File: src/rtl/flash_arb_pkg.sv
// Shared types and constants for the quad-SPI flash pad arbiter.
//   arbState_t : arbiter FSM states
//   owner_t    : which master currently drives the pads
//   IDLE_*     : pad values while nobody owns the bus (CS high, pads released)
//   SPI_*      : fixed lane drive for the single-bit SPI master
package flash_arb_pkg;

   typedef enum logic [1:0] {
      ST_IDLE     = 2'd0,
      ST_OWN_SPI  = 2'd1,
      ST_OWN_QSPI = 2'd2,
      ST_GUARD    = 2'd3
   } arbState_t;

   typedef enum logic [1:0] {
      OWN_NONE = 2'd0,
      OWN_SPI  = 2'd1,
      OWN_QSPI = 2'd2
   } owner_t;

   localparam logic       IDLE_CS_N = 1'b1;
   localparam logic       IDLE_SCK  = 1'b0;
   localparam logic [3:0] IDLE_DOUT = 4'b0000;
   localparam logic [3:0] IDLE_OE   = 4'b0000;

   // Lane order {HOLD, WP, MISO, MOSI}: the SPI master keeps HOLD/WP
   // driven high, leaves MISO as an input and drives MOSI.
   localparam logic [3:0] SPI_OE         = 4'b1101;
   localparam logic [2:0] SPI_DOUT_UPPER = 3'b110;

   function automatic owner_t stateOwner(input arbState_t st);
      owner_t own;
      own = OWN_NONE;
      if (st == ST_OWN_SPI)  own = OWN_SPI;
      if (st == ST_OWN_QSPI) own = OWN_QSPI;
      return own;
   endfunction

endpackage

File: src/rtl/flash_pad_mux.sv
// Combinational owner-to-pad mux. Only the current owner's pins reach the
// flash pads, and only the owner sees pad inputs returned.
//   iOwner                       : current bus owner
//   iSPI_CS_N/SCK/MOSI           : SPI master pins
//   iQSPI_NCS/DCLK/DATAOUT/DATAOE: QSPI controller pins
//   iFLASH_DIN                   : pad inputs
//   oFLASH_CS_N/SCK/DOUT/OE      : pad drive
//   oSPI_MISO, oQSPI_DATAIN      : returned read data, zero when not owner
module flash_pad_mux
   import flash_arb_pkg::*;
(
   input  owner_t     iOwner,
   input  logic       iSPI_CS_N,
   input  logic       iSPI_SCK,
   input  logic       iSPI_MOSI,
   input  logic       iQSPI_NCS,
   input  logic       iQSPI_DCLK,
   input  logic [3:0] iQSPI_DATAOUT,
   input  logic [3:0] iQSPI_DATAOE,
   input  logic [3:0] iFLASH_DIN,
   output logic       oFLASH_CS_N,
   output logic       oFLASH_SCK,
   output logic [3:0] oFLASH_DOUT,
   output logic [3:0] oFLASH_OE,
   output logic       oSPI_MISO,
   output logic [3:0] oQSPI_DATAIN
);

   // QSPI lane enables are forced off whenever its chip select is high so a
   // deselected controller can never fight the flash on the data lanes.
   logic [3:0] qspiOe;
   for (genvar gi = 0; gi < 4; gi++) begin : gLane
      assign qspiOe[gi] = iQSPI_DATAOE[gi] & ~iQSPI_NCS;
   end

   always_comb begin
      oFLASH_CS_N  = IDLE_CS_N;
      oFLASH_SCK   = IDLE_SCK;
      oFLASH_DOUT  = IDLE_DOUT;
      oFLASH_OE    = IDLE_OE;
      oSPI_MISO    = 1'b0;
      oQSPI_DATAIN = 4'b0000;
      case (iOwner)
         OWN_SPI: begin
            oFLASH_CS_N = iSPI_CS_N;
            oFLASH_SCK  = iSPI_SCK & ~iSPI_CS_N;
            oFLASH_DOUT = {SPI_DOUT_UPPER, iSPI_MOSI};
            oFLASH_OE   = SPI_OE;
            oSPI_MISO   = iFLASH_DIN[1];
         end
         OWN_QSPI: begin
            oFLASH_CS_N  = iQSPI_NCS;
            oFLASH_SCK   = iQSPI_DCLK & ~iQSPI_NCS;
            oFLASH_DOUT  = iQSPI_DATAOUT;
            oFLASH_OE    = qspiOe;
            oQSPI_DATAIN = iFLASH_DIN;
         end
         default: ;
      endcase
   end

endmodule

File: src/rtl/flash_bus_arbiter.sv
// Grants the shared quad-SPI flash pads to either the SPI master or the QSPI
// controller, enforces a CS-high guard interval between owners and forcibly
// releases an idle owner that keeps the other side waiting too long.
//   iCLK, iRESET            : clock (wMEM_CLK domain), sync active-high reset
//   iSPI_REQ / oSPI_GNT     : SPI master request / grant
//   iQSPI_REQ / oQSPI_GNT   : QSPI controller request / grant
//   SPI/QSPI pins, pad pins : see flash_pad_mux
//   oBUSY                   : arbiter not idle
//   oTIMEOUT                : one-cycle pulse in the first guard cycle of a
//                             forced release
module flash_bus_arbiter
   import flash_arb_pkg::*;
#(
   parameter int GUARD_CYCLES   = 4,
   parameter int TIMEOUT_CYCLES = 65535
) (
   input  logic       iCLK,
   input  logic       iRESET,
   input  logic       iSPI_REQ,
   output logic       oSPI_GNT,
   input  logic       iSPI_CS_N,
   input  logic       iSPI_SCK,
   input  logic       iSPI_MOSI,
   output logic       oSPI_MISO,
   input  logic       iQSPI_REQ,
   output logic       oQSPI_GNT,
   input  logic       iQSPI_NCS,
   input  logic       iQSPI_DCLK,
   input  logic [3:0] iQSPI_DATAOUT,
   input  logic [3:0] iQSPI_DATAOE,
   output logic [3:0] oQSPI_DATAIN,
   output logic       oFLASH_CS_N,
   output logic       oFLASH_SCK,
   output logic [3:0] oFLASH_DOUT,
   output logic [3:0] oFLASH_OE,
   input  logic [3:0] iFLASH_DIN,
   output logic       oBUSY,
   output logic       oTIMEOUT
);

   localparam int              TO_W       = (TIMEOUT_CYCLES > 0) ? $clog2(TIMEOUT_CYCLES + 1) : 1;
   localparam bit              TIMEOUT_EN = (TIMEOUT_CYCLES != 0);
   localparam logic [TO_W-1:0] TO_LAST    = TO_W'(TIMEOUT_CYCLES - 1);
   localparam logic [TO_W-1:0] TO_MAX     = {TO_W{1'b1}};
   localparam logic [7:0]      GUARD_LAST = 8'(GUARD_CYCLES - 1);

   arbState_t       rState, nState;
   owner_t          rLast, nLast;
   logic [TO_W-1:0] rToCnt, nToCnt;
   logic [7:0]      rGuardCnt, nGuardCnt;
   logic            rSpiMask, nSpiMask;
   logic            rQspiMask, nQspiMask;
   logic            rTimeout, nTimeout;

   // A side that was forcibly released stays out of arbitration until it
   // drops its request once.
   logic spiReq, qspiReq;
   assign spiReq  = iSPI_REQ  & ~rSpiMask;
   assign qspiReq = iQSPI_REQ & ~rQspiMask;

   // Owner-relative view of the request/CS lines, so both OWN states share
   // one release/timeout path.
   logic ownerCsN, ownerReq, otherReq;
   always_comb begin
      ownerCsN = 1'b1;
      ownerReq = 1'b0;
      otherReq = 1'b0;
      if (rState == ST_OWN_SPI) begin
         ownerCsN = iSPI_CS_N;
         ownerReq = iSPI_REQ;
         otherReq = qspiReq;
      end else if (rState == ST_OWN_QSPI) begin
         ownerCsN = iQSPI_NCS;
         ownerReq = iQSPI_REQ;
         otherReq = spiReq;
      end
   end

   always_ff @(posedge iCLK) begin
      if (iRESET) begin
         rState    <= ST_IDLE;
         rLast     <= OWN_QSPI;
         rToCnt    <= '0;
         rGuardCnt <= '0;
         rSpiMask  <= 1'b0;
         rQspiMask <= 1'b0;
         rTimeout  <= 1'b0;
      end else begin
         rState    <= nState;
         rLast     <= nLast;
         rToCnt    <= nToCnt;
         rGuardCnt <= nGuardCnt;
         rSpiMask  <= nSpiMask;
         rQspiMask <= nQspiMask;
         rTimeout  <= nTimeout;
      end
   end

   always_comb begin
      nState    = rState;
      nLast     = rLast;
      nToCnt    = '0;
      nGuardCnt = '0;
      nTimeout  = 1'b0;
      nSpiMask  = rSpiMask & iSPI_REQ;
      nQspiMask = rQspiMask & iQSPI_REQ;
      case (rState)
         ST_IDLE: begin
            // On a tie the side not served last wins.
            if (spiReq && (!qspiReq || rLast == OWN_QSPI)) begin
               nState = ST_OWN_SPI;
               nLast  = OWN_SPI;
            end else if (qspiReq) begin
               nState = ST_OWN_QSPI;
               nLast  = OWN_QSPI;
            end
         end
         ST_OWN_SPI, ST_OWN_QSPI: begin
            // Dropping REQ mid-transfer is ignored until CS_N goes high.
            if (!ownerReq && ownerCsN) begin
               nState = ST_GUARD;
            end else if (ownerCsN && otherReq) begin
               if (TIMEOUT_EN && rToCnt == TO_LAST) begin
                  nState   = ST_GUARD;
                  nTimeout = 1'b1;
                  if (rState == ST_OWN_SPI) nSpiMask = 1'b1;
                  else                      nQspiMask = 1'b1;
               end else begin
                  nToCnt = (rToCnt == TO_MAX) ? rToCnt : rToCnt + TO_W'(1);
               end
            end
         end
         ST_GUARD: begin
            if (rGuardCnt == GUARD_LAST) nState = ST_IDLE;
            else                          nGuardCnt = rGuardCnt + 8'd1;
         end
         default: nState = ST_IDLE;
      endcase
   end

   assign oSPI_GNT  = (rState == ST_OWN_SPI);
   assign oQSPI_GNT = (rState == ST_OWN_QSPI);
   assign oBUSY     = (rState != ST_IDLE);
   assign oTIMEOUT  = rTimeout;

   flash_pad_mux uPadMux (
      .iOwner        (stateOwner(rState)),
      .iSPI_CS_N     (iSPI_CS_N),
      .iSPI_SCK      (iSPI_SCK),
      .iSPI_MOSI     (iSPI_MOSI),
      .iQSPI_NCS     (iQSPI_NCS),
      .iQSPI_DCLK    (iQSPI_DCLK),
      .iQSPI_DATAOUT (iQSPI_DATAOUT),
      .iQSPI_DATAOE  (iQSPI_DATAOE),
      .iFLASH_DIN    (iFLASH_DIN),
      .oFLASH_CS_N   (oFLASH_CS_N),
      .oFLASH_SCK    (oFLASH_SCK),
      .oFLASH_DOUT   (oFLASH_DOUT),
      .oFLASH_OE     (oFLASH_OE),
      .oSPI_MISO     (oSPI_MISO),
      .oQSPI_DATAIN  (oQSPI_DATAIN)
   );

endmodule

File: config.mk
export PLATFORM = sky130hd
export DESIGN_NAME = flash_bus_arbiter
export DESIGN_NICKNAME = d
export VERILOG_FILES = /design/src/rtl/flash_arb_pkg.sv /design/src/rtl/flash_pad_mux.sv /design/src/rtl/flash_bus_arbiter.sv
export SDC_FILE = /design/constraint.sdc
export NUM_CORES = 1
export LEC_CHECK = 0
export ABC_AREA = 1
export BUFFER_PORTS_ARGS = -buffer_cell sky130_fd_sc_hd__buf_2
export CAP_MARGIN = 5
export CELL_PAD_IN_SITES_DETAIL_PLACEMENT = 1
export CELL_PAD_IN_SITES_GLOBAL_PLACEMENT = 2
export CORE_MARGIN = 3
export CORE_UTILIZATION = 28
export CTS_BUF_LIST = sky130_fd_sc_hd__clkbuf_4 sky130_fd_sc_hd__clkbuf_8
export DETAILED_ROUTE_END_ITERATION = 12
export PLACE_DENSITY_LB_ADDON = 0.1
export SYNTH_ARGS = -nofsm -noshare
export SYNTH_HDL_FRONTEND = slang
export SYNTH_SLANG_ARGS = --single-unit
File: constraint.sdc
create_clock -name iCLK -period 1.6 [get_ports iCLK]
set_clock_uncertainty 0.2 [all_clocks]
set_input_delay 0.16 -clock iCLK [delete_from_list [all_inputs] [get_ports iCLK]]
set_output_delay 0.16 -clock iCLK [all_outputs]
set_load 0.05 [all_outputs]
==> results of run 1 <==
==> worst min-delay path by stage <==
stage	depth (start not counted)	end	from	slack (ns)
4_1_cts	4	rLast[1]	iSPI_REQ	0.15
3_3_place_gp	2	rLast[0]	rLast[0]	0.24
6_report	4	rLast[1]	iSPI_REQ	0.14
2_1_floorplan	2	rQspiMask	iQSPI_REQ	0.10
5_1_grt	5	rLast[0]	iSPI_REQ	0.22
3_5_place_dp	2	rLast[0]	rLast[0]	0.25
==> routing by layer <==
metal	wire, microns	vias up
met1	2790	973
met4	51	0
li1	-	1093
met5	0	-
met3	285	5
met2	2660	38
==> per-stage QoR <==
step | TNS (ns) | std cells | power [uW] | area [sq um]
after detailed placement | -3.64 | 460 | 2690 | 2650
after floorplan | -3.95 | 295 | 2180 | 2070
final | -7.56 | 481 | 4250 | 3240
after CTS | -6.57 | 476 | 4040 | 3070
after global routing | -11.39 | 481 | 4530 | 3240
after global placement | -2.78 | 460 | 2670 | 2650
==> layout make-up <==
type,count,area (sq um)
tap,93,116
clock inverter,2,35.0
fill,847,3360
timing repair buffer,89,800
sequential,31,628
clock buffer,6,82.6
inverter,46,189
multi-input combinational,214,1390
==> timing repair <==
action	4_1_cts	5_1_grt
pin swaps	14	20
buffers inserted	6	6
hold endpoints to repair	2	0
hold buffers	2	0
resized for setup	77	37
endpoints found under the setup margin	39	40
==> report_power, final <==
group	total [uW]	switching, uW	leakage, uW	internal, uW
sequential	861	39.3	0.000252	822
combinational	2570	1440	0.00124	1120
clock	822	318	0.0000612	504
total	4250	1800	0.00155	2450
==> flip-flops by register name (all words and copies together) (netlist names) <==
register   cells
rLast          2
rState         2
rQspiMask      1
rGuardCnt      8
rSpiMask       1
rToCnt        16
oTIMEOUT       1
==> placed cells by master, fill, tap and decap left out, types with 6 or more instances in the layout <==
cell       n
nand2_1   53
nor2_2     6
a21oi_1    7
nand4_1    7
inv_1     29
dfxtp_1   29
buf_6     17
buf_4     35
nand3_1   17
buf_2     21
inv_2     10
clkbuf_8   6
nand2_4   14
nand2_2   20
buf_8     12
nor2_1    40
==> critical path: stages, from the launching register on <==
cell and delay [ns]:
dfxtp_4 0.37, buf_6 0.12, ha_4 0.17, nand2_4 0.07
buf_6 0.11, inv_4 0.03, buf_6 0.12, nand2_2 0.06
nand2_2 0.06, buf_8 0.15
==> kinds of logic after synthesis <==
group	Yosys count	synth area share [%]
AO/OA/AOI/OAI	17	5.07
XOR/XNOR	10	4.44
adder cells (fa/ha/maj)	8	5.07
buffers and inverters	50	10.5
flip-flops	31	31.4
AND/OR/NAND/NOR	179	43.5
==> flow_summary_export.csv, run 1 <==
group,metric,value,unit
run_status,status,"finished, violations left",
run_status,failed_checks,"negative setup slack",
setup_path,rr_startpoint,"rState[1]",
timing,rsz0062_at_grt,"true",
setup_path,rr_endpoint,"rToCnt[10]",
route,drt_iter0_markers,26,
grt,use_met1,20.0,%
synth,synth_top_area_cell,"dfxtp_1",
setup_path,reg2reg_setup_slack,-0.26,ns
timing,setup_ws,-0.305,ns
grt,grt_remaining_overflow,0,
placement,pre_cts_ws,-0.249,ns
finish,finalCoreUtilization,49.1,%
placement,place.port_buffers,39,
grt,grtUsageMet3,3.67,%
synth,ys_seq_area_share,31.4,%
route,drc,0,
grt,grt_pass1_wl,10200,microns
setup_path,critPathKind,"reg2out",
timing,maxSlewViolCount,0,
synth,synth_top_area_share,31.4,%
timing,worst_slew_pin_slew,0.302,ns
timing,finalCritPeriodShare,119,%
timing,maxSlewHeadroom,79.8,%
floorplanning,dieArea,8090,sq um
synth,syn_nets,324,
setup_path,worstPathArrival,1.54,ns
setup_path,cp-end-kind,"primary output",
finish,n_antenna_cell,0,
synth,ys_types,32,
synth,synthArstFlopShare,0,%
grt,grt.busiest_layer,"met2",
finish,area_growth,64.1,%
clocking,htree_num_levels,2,
setup_path,critPathMaxFanout,4,
route,viasPerCell,4.38,
setup_path,cp_data_required_time,1.24,ns
timing,whs,0.144,ns
synth,avgSynthCellArea,6.69,sq um
finish,layout.nets,416,
timing,setup_viol_count_final,38,
timing,post-route-min-period,1.90,ns
placement,hpwl,4400,microns
route,drtAntennaViolNets,0,
synth,yosys_warnings,0,
timing,finalHoldViolCount,0,
clocking,cts.sinks,31,
setup_path,r2r.worst_path.cells,10,
clocking,cts_made_buffers,5,
synth,synthFlopType,"dfxtp_1",
power,power_density,1310,nW/um^2
floorplanning,die_x,90.0,microns
floorplanning,ios,40,
grt,globalRouteTotalUtil,15.1,%
setup_path,cp-start-kind,"flop",
synth,syn_inst,295,
hold_path,hold_path.class,"in2reg",
clocking,root_buffer,"clkbuf_8",
timing,fmax,525,MHz
setup_path,cp-startpoint,"rState[1]",
power,vdd.ir_drop.worst,857,uV
synth,synth_commonest_cells,"nand2_1 (81), nor2_1 (46), inv_1 (41)",
grt,grt_pass1_vias,2209,
clocking,cts.reportedPaths.clkPinSlew,0.08,ns
floorplanning,core,6600,sq um
setup_path,cp-endpoint,"oFLASH_OE[2]",
clocking,worst_skew_pair.late_latency,0.28,ns
grt,grt.met2_usage,24.9,%
synth,synth_edf_count,0,
floorplanning,fp-row-count,29,
grt,antenna_found_initial,0,
finish,layout-drive-gt1-share,46.1,%
route,first_pass_iters,3,
flow_run,cap_violations,0,
clocking,clk_path_buf_depth,2,
placement,globalplace.congestion,0.747,
synth,netlist_area,1970,sq um
synth,ys_ff_latch,31,
grt,grt_max_degree,12,
route,wl_per_cell,12.0,microns
route,wl,5790,microns
floorplanning,initial_utilization,29.9,%
floorplanning,die_h,90.0,microns
clocking,cts_tree,"yes",
synth,synth_area_leaders,"dfxtp_1 (31%), nand2_1 (15%), nor2_1 (8.7%)",
power,p_leak,0.00155,uW
synth,synth.most_common_cell,"nand2_1",
route,dr_total_vias,2109,
Note: power is estimated with default switching activity, not from simulation.
==> inputs of run 2 (changes only) <==
--- a/config.mk
+++ b/config.mk
@@ -9,9 +9,9 @@
 export BUFFER_PORTS_ARGS = -buffer_cell sky130_fd_sc_hd__buf_2
 export CAP_MARGIN = 5
 export CELL_PAD_IN_SITES_DETAIL_PLACEMENT = 1
-export CELL_PAD_IN_SITES_GLOBAL_PLACEMENT = 2
+export CELL_PAD_IN_SITES_GLOBAL_PLACEMENT = 1
 export CORE_MARGIN = 3
-export CORE_UTILIZATION = 28
+export CORE_UTILIZATION = 36
 export CTS_BUF_LIST = sky130_fd_sc_hd__clkbuf_4 sky130_fd_sc_hd__clkbuf_8
 export DETAILED_ROUTE_END_ITERATION = 12
 export PLACE_DENSITY_LB_ADDON = 0.1
==> run 2 against run 1 <==
Net effect:
- the flow still finishes with violations (negative setup slack)
- first-iteration DRC count up 120%
- sequential power increased by 0.9%
- cell count down 7.3%
- largest cell class unchanged
- largest power group unchanged
==> flow_summary_export.csv, run 2 (synthesis results as in run 1) <==
group,metric,value,unit
route,dr_total_vias,2143,
finish,layout-drive-gt1-share,43.4,%
floorplanning,die_x,80.1,microns
placement,place.port_buffers,39,
route,drc,0,
setup_path,critPathMaxStageDelay,0.37,ns
finish,area_growth,54.3,%
timing,setup_ws,-0.361,ns
route,met1_length,3020,microns
floorplanning,core,5200,sq um
grt,grt_pass1_vias,2348,
flow_run,cap_violations,0,
finish,largest_reg_flops,16,
route,met3WireLength,308,microns
route,wl_met2,3730,microns
power,vdd.ir_drop.worst,893,uV
clocking,cts.sinks,31,
clocking,cts_made_buffers,5,
clocking,htree_num_levels,2,
setup_path,crit_slowest_cell,"dfxtp_4",
grt,grt_max_degree,10,
setup_path,cp_data_required_time,1.24,ns
timing,finalCritPeriodShare,123,%
finish,final-instance-count-excl-fill,446,
finish,layout_commonest_cell,"nand2_1",
timing,fmax,510,MHz
timing,maxSlewViolCount,0,
placement,dp.cells,432,
grt,globalRouteTotalUtil,22.3,%
timing,maxSlewHeadroom,80.9,%
timing,rsz0062_at_grt,"true",
setup_path,cp-end-kind,"primary output",
grt,antenna_found_initial,0,
finish,n_antenna_cell,0,
clocking,clk_path_buf_depth,2,
run_status,status,"finished, violations left",
clocking,worst_skew_pair.late_latency,0.28,ns
floorplanning,ios,40,
grt,grt_remaining_overflow,0,
timing,post-route-min-period,1.96,ns
setup_path,crit_chain,"inv_4 > ha_4 > buf_6 > nand3b_1 > a21oi_4 > buf_6",
route,routed.top_layer,"met4",
setup_path,critPathKind,"reg2out",
floorplanning,fp-row-count,26,
clocking,root_buffer,"clkbuf_8",
finish,mostFrequentLayoutCells,"nand2_1 (57), nor2_1 (40), buf_4 (32)",
floorplanning,dieArea,6410,sq um
finish,largest_register,"rToCnt",
route,viasPerCell,4.80,
route,first_pass_iters,4,
power,p_leak,0.00146,uW
route,drt_iter0_markers,58,
setup_path,cp-start-kind,"flop",
route,wl,7300,microns
finish,multiInputGateArea,1370,sq um
setup_path,worstPathArrival,1.60,ns
finish,finalCoreUtilization,58.5,%
route,wl_per_cell,16.4,microns
run_status,failed_checks,"negative setup slack",
finish,fill_cells,672,
route,drtAntennaViolNets,0,
placement,globalplace.congestion,0.746,
floorplanning,die_h,80.1,microns
timing,worst_slew_pin_slew,0.286,ns
grt,grt_pass1_wl,11000,microns
placement,hpwl,4210,microns
setup_path,critPathMaxFanout,7,
power,power_density,1300,nW/um^2
finish,regArea,631,sq um
timing,finalHoldViolCount,0,
finish,largestRegisters,"rToCnt: 16 flops, rGuardCnt: 8 flops",
setup_path,path_common_cell,"buf_6",
clocking,cts.reportedPaths.clkPinSlew,0.07,ns
finish,layout.nets,405,
floorplanning,initial_utilization,37.9,%
hold_path,hold_path.class,"in2reg",
timing,setup_viol_count_final,38,
clocking,cts_tree,"yes",
run 2: cell count changes in the layout (fill, tap and decap cells not counted), moves of 2 or more:
cell	change
dfxtp_1	-2
inv_6	+2
buf_4	-3
nand2_4	-2
buf_6	-8
dfxtp_2	+2
nand2_2	-2
inv_2	-2
nand2_1	+4
run 2: path summary, 6_finish.rpt:
| kind | from | to | slack, ns | cells past startpoint |
|---|---|---|---|---|
| max | rState[1] | oFLASH_SCK | -0.36 | 6 |
| min | iSPI_REQ | rLast[1] | 0.15 | 4 |
| max reg2reg | rState[0] | rToCnt[1] | -0.25 | 11 |
| min reg2reg | rLast[0] | rLast[0] | 0.25 | 2 |
run 2: where the power goes:
group	total, uW	internal [uW]	switching (uW)
Combinational	2460	976	1490
Clock	635	337	298
Sequential	869	823	45.7
Total	3970	2140	1830
run 2: final cells by class:
type / count / share of cell area (%)
clock buffers: 6 / 2.71
clock inverters: 1 / 0.164
inverters: 46 / 6.45
multi-input cells: 214 / 44.8
flip-flops and latches: 31 / 20.7
well taps: 70 / 2.87
repair buffers: 78 / 22.3
run 2: through the flow:
step | hold slack [ns] | cell area, sq um | total power [uW] | setup TNS [ns] | worst slack (ns)
finish | 0.149 | 3050 | 3970 | -7.19 | -0.361
global route | 0.181 | 3050 | 4170 | -9.95 | -0.403
CTS | 0.132 | 2940 | 3750 | -5.44 | -0.236
detailed placement | 0.249 | 2560 | 2620 | -3.42 | -0.194
global placement | 0.244 | 2560 | 2590 | -2.40 | -0.183
floorplan | 0.101 | 2070 | 2180 | -3.95 | -0.396
run 2: layer usage:
layer / vias up / global-route usage, %
li1: 1072 / -
met1: 995 / 25.4
met2: 53 / 39.7
met3: 23 / 4.93
met4: 0 / 9.46
met5: - / 0
run 2: worst max-delay path: cells and delay by family (launching register included):
family                     cells  cell delay (ns)
AOI/OAI and AO/OA              1             0.20
adders and majority gates      1             0.20
buffers and inverters          3             0.40
DFF                            1             0.37
and+or+nand+nor                1             0.15
run 2: timing repair:
item,CTS,global route
buffers inserted,4,1
hold buffers,2,0
pin swaps,7,13
endpoints found under the setup margin,38,40
resized for setup,77,30
hold endpoints to repair,2,0
